**config.mk**
```make
export PLATFORM = sky130hd
export DESIGN_NAME = prog_loader
export DESIGN_NICKNAME = d
export VERILOG_FILES = /design/src/rtl/prog_loader.sv
export SDC_FILE = /design/constraint.sdc
export NUM_CORES = 1
export LEC_CHECK = 0
export CORE_MARGIN = 3
export CORE_UTILIZATION = 37
export DETAILED_ROUTE_END_ITERATION = 12
export GPL_ROUTABILITY_DRIVEN = 0
export PLACE_DENSITY = 0.7
export SLEW_MARGIN = 40
export SYNTH_ARGS = -nofsm -noshare
export SYNTH_HDL_FRONTEND = slang
export SYNTH_SLANG_ARGS = --single-unit
```
**constraint.sdc**
```tcl
create_clock -name Clk -period 1.8 [get_ports Clk]
set_input_delay 0.27 -clock Clk [delete_from_list [all_inputs] [get_ports Clk]]
set_output_delay 0.27 -clock Clk [all_outputs]
set_load 0.05 [all_outputs]
```
**src/rtl/prog_loader.sv**
```systemverilog
// Byte-stream program loader: length header, big-endian words, optional XOR checksum.
// Define PROG_LOADER_CSUM_EN to add the trailing checksum byte and its check.
module prog_loader #(
  parameter int ADDR_W = 10
) (
  input  logic        Clk,
  input  logic        Rst,
  input  logic        in_valid,
  input  logic [7:0]  in_data,
  output logic        in_ready,
  output logic        im_we,
  output logic [15:0] im_addr,
  output logic [15:0] im_wdata,
  output logic        core_rst,
  output logic        done,
  output logic        err
);

  typedef enum logic [2:0] {
    HDR_HI,
    HDR_LO,
    DATA_HI,
    DATA_LO,
`ifdef PROG_LOADER_CSUM_EN
    CSUM,
`endif
    RUN,
    ERROR
  } state_t;

`ifdef PROG_LOADER_CSUM_EN
  localparam state_t AFTER_DATA = CSUM;
`else
  localparam state_t AFTER_DATA = RUN;
`endif

  localparam logic [16:0] CAP = 17'(1) << ADDR_W;

  state_t state, next;

  logic              accept;
  logic [7:0]        len_hi;
  logic [7:0]        hi;
  logic [15:0]       len_full;
  logic              len_zero;
  logic              len_big;
  logic [ADDR_W:0]   n;
  logic [ADDR_W:0]   word_index;
  logic [ADDR_W:0]   index_next;
  logic              last;
`ifdef PROG_LOADER_CSUM_EN
  logic [7:0]        csum;
`endif

  assign accept     = in_valid && in_ready;
  assign len_full   = {len_hi, in_data};
  assign len_zero   = len_full == 16'd0;
  assign len_big    = {1'b0, len_full} > CAP;
  assign index_next = word_index + {{ADDR_W{1'b0}}, 1'b1};
  assign last       = index_next == n;

  always_ff @(posedge Clk) begin
    if (Rst) state <= HDR_HI;
    else     state <= next;
  end

  always_comb begin
    next     = state;
    in_ready = 1'b0;
    done     = 1'b0;
    err      = 1'b0;
    core_rst = 1'b1;
    unique case (state)
      HDR_HI: begin
        in_ready = 1'b1;
        if (in_valid) next = HDR_LO;
      end
      HDR_LO: begin
        in_ready = 1'b1;
        if (in_valid) begin
          if (len_big)       next = ERROR;
          else if (len_zero) next = AFTER_DATA;
          else               next = DATA_HI;
        end
      end
      DATA_HI: begin
        in_ready = 1'b1;
        if (in_valid) next = DATA_LO;
      end
      DATA_LO: begin
        in_ready = 1'b1;
        if (in_valid) next = last ? AFTER_DATA : DATA_HI;
      end
`ifdef PROG_LOADER_CSUM_EN
      CSUM: begin
        in_ready = 1'b1;
        if (in_valid) next = (in_data == csum) ? RUN : ERROR;
      end
`endif
      RUN: begin
        core_rst = 1'b0;
        done     = 1'b1;
      end
      ERROR: begin
        err = 1'b1;
      end
      default: next = HDR_HI;
    endcase
  end

  // Write strobe is registered so address and data are stable for its one cycle.
  always_ff @(posedge Clk) begin
    if (Rst) begin
      len_hi     <= '0;
      hi         <= '0;
      n          <= '0;
      word_index <= '0;
      im_we      <= 1'b0;
      im_addr    <= '0;
      im_wdata   <= '0;
`ifdef PROG_LOADER_CSUM_EN
      csum       <= '0;
`endif
    end else begin
      im_we <= 1'b0;
      if (accept) begin
        unique case (state)
          HDR_HI:  len_hi <= in_data;
          HDR_LO:  n <= len_full[ADDR_W:0];
          DATA_HI: begin
            hi <= in_data;
`ifdef PROG_LOADER_CSUM_EN
            csum <= csum ^ in_data;
`endif
          end
          DATA_LO: begin
            im_we      <= 1'b1;
            im_wdata   <= {hi, in_data};
            im_addr    <= 16'({word_index[ADDR_W-1:0], 1'b0});
            word_index <= index_next;
`ifdef PROG_LOADER_CSUM_EN
            csum <= csum ^ in_data;
`endif
          end
          default: ;
        endcase
      end
    end
  end

endmodule

```
# --- After elaboration in Yosys (flattened, before gate mapping) ---
# Cells that the tools add are included.
op_classes:
  div_mod_pow: 0
  order_cmp: 1
  n_bitwise: 2
  multipliers: 0
  addsub: 1
  muxes: 13
  shift: 0
  n_reduce_logical: 11
  n_eq_ne: 10
ops:
  columns: ["cell", "n"]
  rows:
  - ["2-to-1 mux 3 bit", 7]
  - ["greater-than comparator 16 x 11 -> 1 bit (second input constant)", 1]
  - ["logical NOT 16 bit", 1]
  - ["case mux 3 bit (5 select lines)", 1]
  - ["adder 11 x 1 -> 11 bit (second input constant)", 1]
  - ["equality test 11 bit", 1]
  - ["!= test 2 bit (second input constant)", 4]
  - ["AND reduction 2 bit", 4]
  - ["equality test 3 x 2 -> 1 bit (second input constant)", 2]
  - ["equality test 3 bit (second input constant)", 2]
  - ["2-to-1 mux 1 bit", 5]
  - ["AND reduction 5 bit", 1]
  - ["OR reduction 2 bit", 2]
  - ["OR reduction 4 bit", 1]
  - ["equality test 3 x 1 -> 1 bit (second input constant)", 1]
  - ["logical NOT 3 bit", 1]
  - ["NOT 1 bit", 2]
  - ["logical AND 1 bit", 1]
word_totals:
  mem_bits_rw: 0
  mem_bits_ro: 0
  reg_bits: 68
  output_inout_bits: 37
  elab_cells: 46
  latchBits: 0
  n_memories: 0
  in_bits: 11

# --- Depth between registers and ports, before layout ---
depth:
  word_depth: 6
  depth_mapped: 7
  ltp_nobuf: 7

# --- Least setup slack after synthesis ---
# Ideal clock, no wire load.
synth_timing:
  path_type: "register -> output"
  startpoint: "register state[2]"
  endpoint: "output port err"
  path_stages_with_launch: 3
  setup_slack_ns: -0.356
  required_time_ns: 1.530
  t_arrival_ns: 1.886
  path_buffers: 0
  cell_sequence: "dfxtp_1 > inv_1 > nor3b_1"
synth_via:
  elab_chain_cells: 2
synth_lines:
  columns: ["item", "line", "text"]
  rows:
  - ["start: declaration", "39", "state_t state, next;"]
  - ["start signal: assignment", "64", "else state <= next;"]
  - ["equality test 3 bit", "73", "unique case (state)"]
  - ["2-to-1 mux 1 bit", "73", null]
  - ["end: declaration", "16", "output logic err"]
# Every way passes these cells.

# --- Worst setup path in the final report ---
layout_timing:
  startpoint: "register word_index[1]"
  endpoint: "register state[2]"
layout_via:
  elab_chain_cells: 5
layout_lines:
  columns: ["item", "line", "text"]
  rows:
  - ["start: declaration", "48", "logic [ADDR_W:0] word_index;"]
  - ["start signal: assignment", "140", "word_index <= index_next;"]
  - ["adder 11 x 1 -> 11 bit", "59", "assign index_next = word_index + {{ADDR_W{1'b0}}, 1'b1};"]
  - ["equality test 11 bit", "60", "assign last = index_next == n;"]
  - ["2-to-1 mux 3 bit (2 in series)", "92", "if (in_valid) next = last ? AFTER_DATA : DATA_HI;"]
  - ["case mux 3 bit (5 select lines)", "73", null]
# Every way passes these cells. The select of a mux whose other input is x is not followed.
# A chain may end at the register's enable or synchronous reset.

==> flow_metrics.env <==
export IMPL_p_leak_nw=1.70
export IMPL_yosys_top_cells_area="dfxtp_1 (45%), nand2_1 (12%), a21oi_1 (8.8%)"
export IMPL_synth_simple_area_share_pct=25.5
export IMPL_drcViolationCount=0
export IMPL_coreArea_sq_um=7810
export IMPL_drtAntennaViolNets=0
export IMPL_finalSetupViolCount=2
export IMPL_final_setup_skew_ns=0.00895
export IMPL_internal_power_mw=2.35
export IMPL_grt_ovfl_total=0
export IMPL_firstDrtPassIters=4
export IMPL_p_switching_mw=0.892
export IMPL_vias_per_cell=4.92
export IMPL_ioPinCount=48
export IMPL_grt_pass1_vias=2668
export IMPL_fillCellCount=748
export IMPL_path_clk_slew_ns=0.08
export IMPL_dp_cells=542
export IMPL_area_growth_pct=36.0
export IMPL_die_w_microns=96.3
export IMPL_drtIter0Drc=102
export IMPL_power_mw=3.24
export IMPL_syn_area_sq_um=3020
export IMPL_worstPathCellList="ha_4 > xor2_1 > o2111ai_1 > o21ai_1 > or4_4 > nor4_4 > o21ba_1"
export IMPL_root_buffer="clkbuf_8"
export IMPL_rsz0062_at_grt="yes"
export IMPL_worstPathArrival_ns=2.26
export IMPL_synth_edf_count=0
export IMPL_clk_latency_ns=0.35
export IMPL_cts_path_max_buffers=2
export IMPL_dp_slack_ns=-0.233
export IMPL_ys_types=51
export IMPL_fin_setup_tns_ns=-0.213
export IMPL_pwr_share_comb_pct=11.2
export IMPL_diodes=0
export IMPL_die_area_sq_um=9270
export IMPL_path_class="reg -> reg"
export IMPL_drv_slew=0
export IMPL_outcome="finished with violations"
export IMPL_slowest_delay_ns=0.53
export IMPL_grt_max_degree=26
export IMPL_worst_pin_slew_ns=0.532
export IMPL_synth_xor_area_share_pct=6.10
export IMPL_dr_total_vias=2743
export IMPL_worst_path_buf_inv=0
export IMPL_wl_microns=7290
export IMPL_worst_slack_ns=-0.158
export IMPL_synth_mux_area_share_pct=2.99
export IMPL_fin_hold_ws_ns=0.348
export IMPL_drive_gt1_share_pct=22.6
export IMPL_numCtsBuffers=9
export IMPL_track_usage_pct=16.8
export IMPL_synth_top_family_by_area="simple AND/OR/NAND/NOR gates"
export IMPL_hold_violations=0
export IMPL_synth_adder_area_share_pct=0.415
export IMPL_ys_async_sr_fraction_pct=0
export IMPL_clock_sinks=68
export IMPL_clockPowerShare_pct=40.2
export IMPL_layout_min_cycle_time_ns=1.96
export IMPL_grt_pass1_wl_microns=12100
export IMPL_end_kind="register"
export IMPL_ir_worst_vdd_v=0.000582
export IMPL_crit_slowest_cell="or4_4"
export IMPL_ys_seq_elements=68
export IMPL_worstPathRequired_ns=2.10
export IMPL_cp_max_fo=5
export IMPL_start_kind="register"
export IMPL_sw_frac_of_total_pct=27.5
export IMPL_final_nets=463
export IMPL_cts_tree="yes"
export IMPL_grt_antenna_before_repair=0
export IMPL_fin_crit_sh_pct=109
export IMPL_seq_area_frac_synth_pct=45.1
export IMPL_rows=32
export IMPL_hp_class="in -> reg"
export IMPL_yosysTopAreaCellShare_pct=45.1
export IMPL_io_buffers=41
export IMPL_power_density_nw_per_um2=789
export IMPL_hpwl_microns=5340
export IMPL_syn_inst=378
export IMPL_synth_compound_area_share_pct=13.9
export IMPL_cts_max_level=3
export IMPL_yosys_warnings=0
export IMPL_slew_headroom_pct=64.5
export IMPL_wl_per_cell_microns=13.1
export IMPL_p_seq_share_pct=48.5
export IMPL_hold_buffers=0
export IMPL_cap_violations=0
export IMPL_initial_core_util_pct=38.6
export IMPL_final_common_cell="nand2_1"
export IMPL_final_cell_mix="nand2_1 (100), dfxtp_1 (62), buf_4 (54), a21oi_1 (53), nor2_1 (22)"
export IMPL_yosys_area_top_type="dfxtp_1"
export IMPL_die_h_microns=96.3
export IMPL_violations="negative setup slack"
export IMPL_timing_fmax_ghz=0.511
export IMPL_critPathTopFamily="simple AND/OR/NAND/NOR gates"
export IMPL_syn_area_per_cell_sq_um=7.98
export IMPL_synth_ff_type="dfxtp_1"
export IMPL_fin_cells=558
sequential cells by signal, summed over array words and instances (netlist names):
| signal | cells |
|---|---|
| hi | 8 |
| im_wdata | 16 |
| word_index | 11 |
| state | 3 |
| im_we | 1 |
| len_hi | 8 |
| n | 11 |
| im_addr | 10 |
what timing repair did:
action,CTS,global route
resized for setup,18,14
setup buffers,0,0
endpoints found under the hold margin,0,0
pin swaps,4,0
setup endpoints to repair,9,15
final cells by class:
class	count	area, sq um	share of cell area, %
clock buffer	9	124	3.02
clock inverter	7	81.3	1.98
inverter	5	22.5	0.549
multi-input combinational	278	1580	38.5
sequential	68	1370	33.4
tap	102	128	3.11
timing repair buffer	89	800	19.5
power by group through the flow:
stage / logic [mW] / clock network, mW / registers [mW]
after global routing: 0.399 / 1.40 / 1.58
after detailed placement: 0.360 / 0 / 1.61
after floorplan: 0.237 / 0 / 1.60
after global placement: 0.353 / 0 / 1.60
final: 0.364 / 1.30 / 1.57
after CTS: 0.365 / 1.34 / 1.57
logic make-up after synthesis:
group / after synthesis
AND/OR/NAND/NOR: 169
AO/OA/AOI/OAI: 75
flip-flops: 68
buffers and inverters: 37
XOR/XNOR: 18
multiplexers: 9
adder cells (fa/ha/maj): 1
other: 1
synth_stat cells, drive strengths merged, types with 2 or more instances:
cell type    n
a21oi       53
buf         13
clkbuf      19
dfxtp       68
inv          5
mux2i        9
nand2      100
nand3        8
nor2        23
nor3         7
nor3b        2
nor4         6
o21ai        8
o22ai        2
or2          2
or3         10
or4          2
xnor2       12
xor2         6
path summary, 6_finish.rpt:
check / startpoint / to / slack (ns) / cells after the start
hold / removal: Rst / state[0] / 0.35 / 2
setup reg to reg: word_index[1] / state[2] / -0.16 / 7
setup / recovery: word_index[1] / state[2] / -0.16 / 7
hold reg to reg: im_addr[4] / im_addr[4] / 0.45 / 2
metal layers:
metal  up-vias  part of all wire, %  global-route usage, %
li1       1403                    -                      -
met1      1258                   44                   20.2
met2        72                   48                   27.2
met3        10                  6.5                   6.18
met4         0                  1.6                   6.89
met5         -                    0                      0
stage by stage:
step | cell area [sq um] | utilization [%]
2_1_floorplan | 3080 | -
3_5_place_dp | 3830 | 49.0
6_report | 4100 | 52.6
5_1_grt | 4100 | 52.6
4_1_cts | 4070 | 52.1
3_3_place_gp | 3830 | 49.0
worst register-to-register path: stages (launching register included):
cell and delay [ns]:
dfxtp_2 0.35, ha_4 0.19, xor2_1 0.14, o2111ai_1 0.17
o21ai_1 0.10, or4_4 0.53, nor4_4 0.29, o21ba_1 0.15
Power figures use the tool's default switching activity.
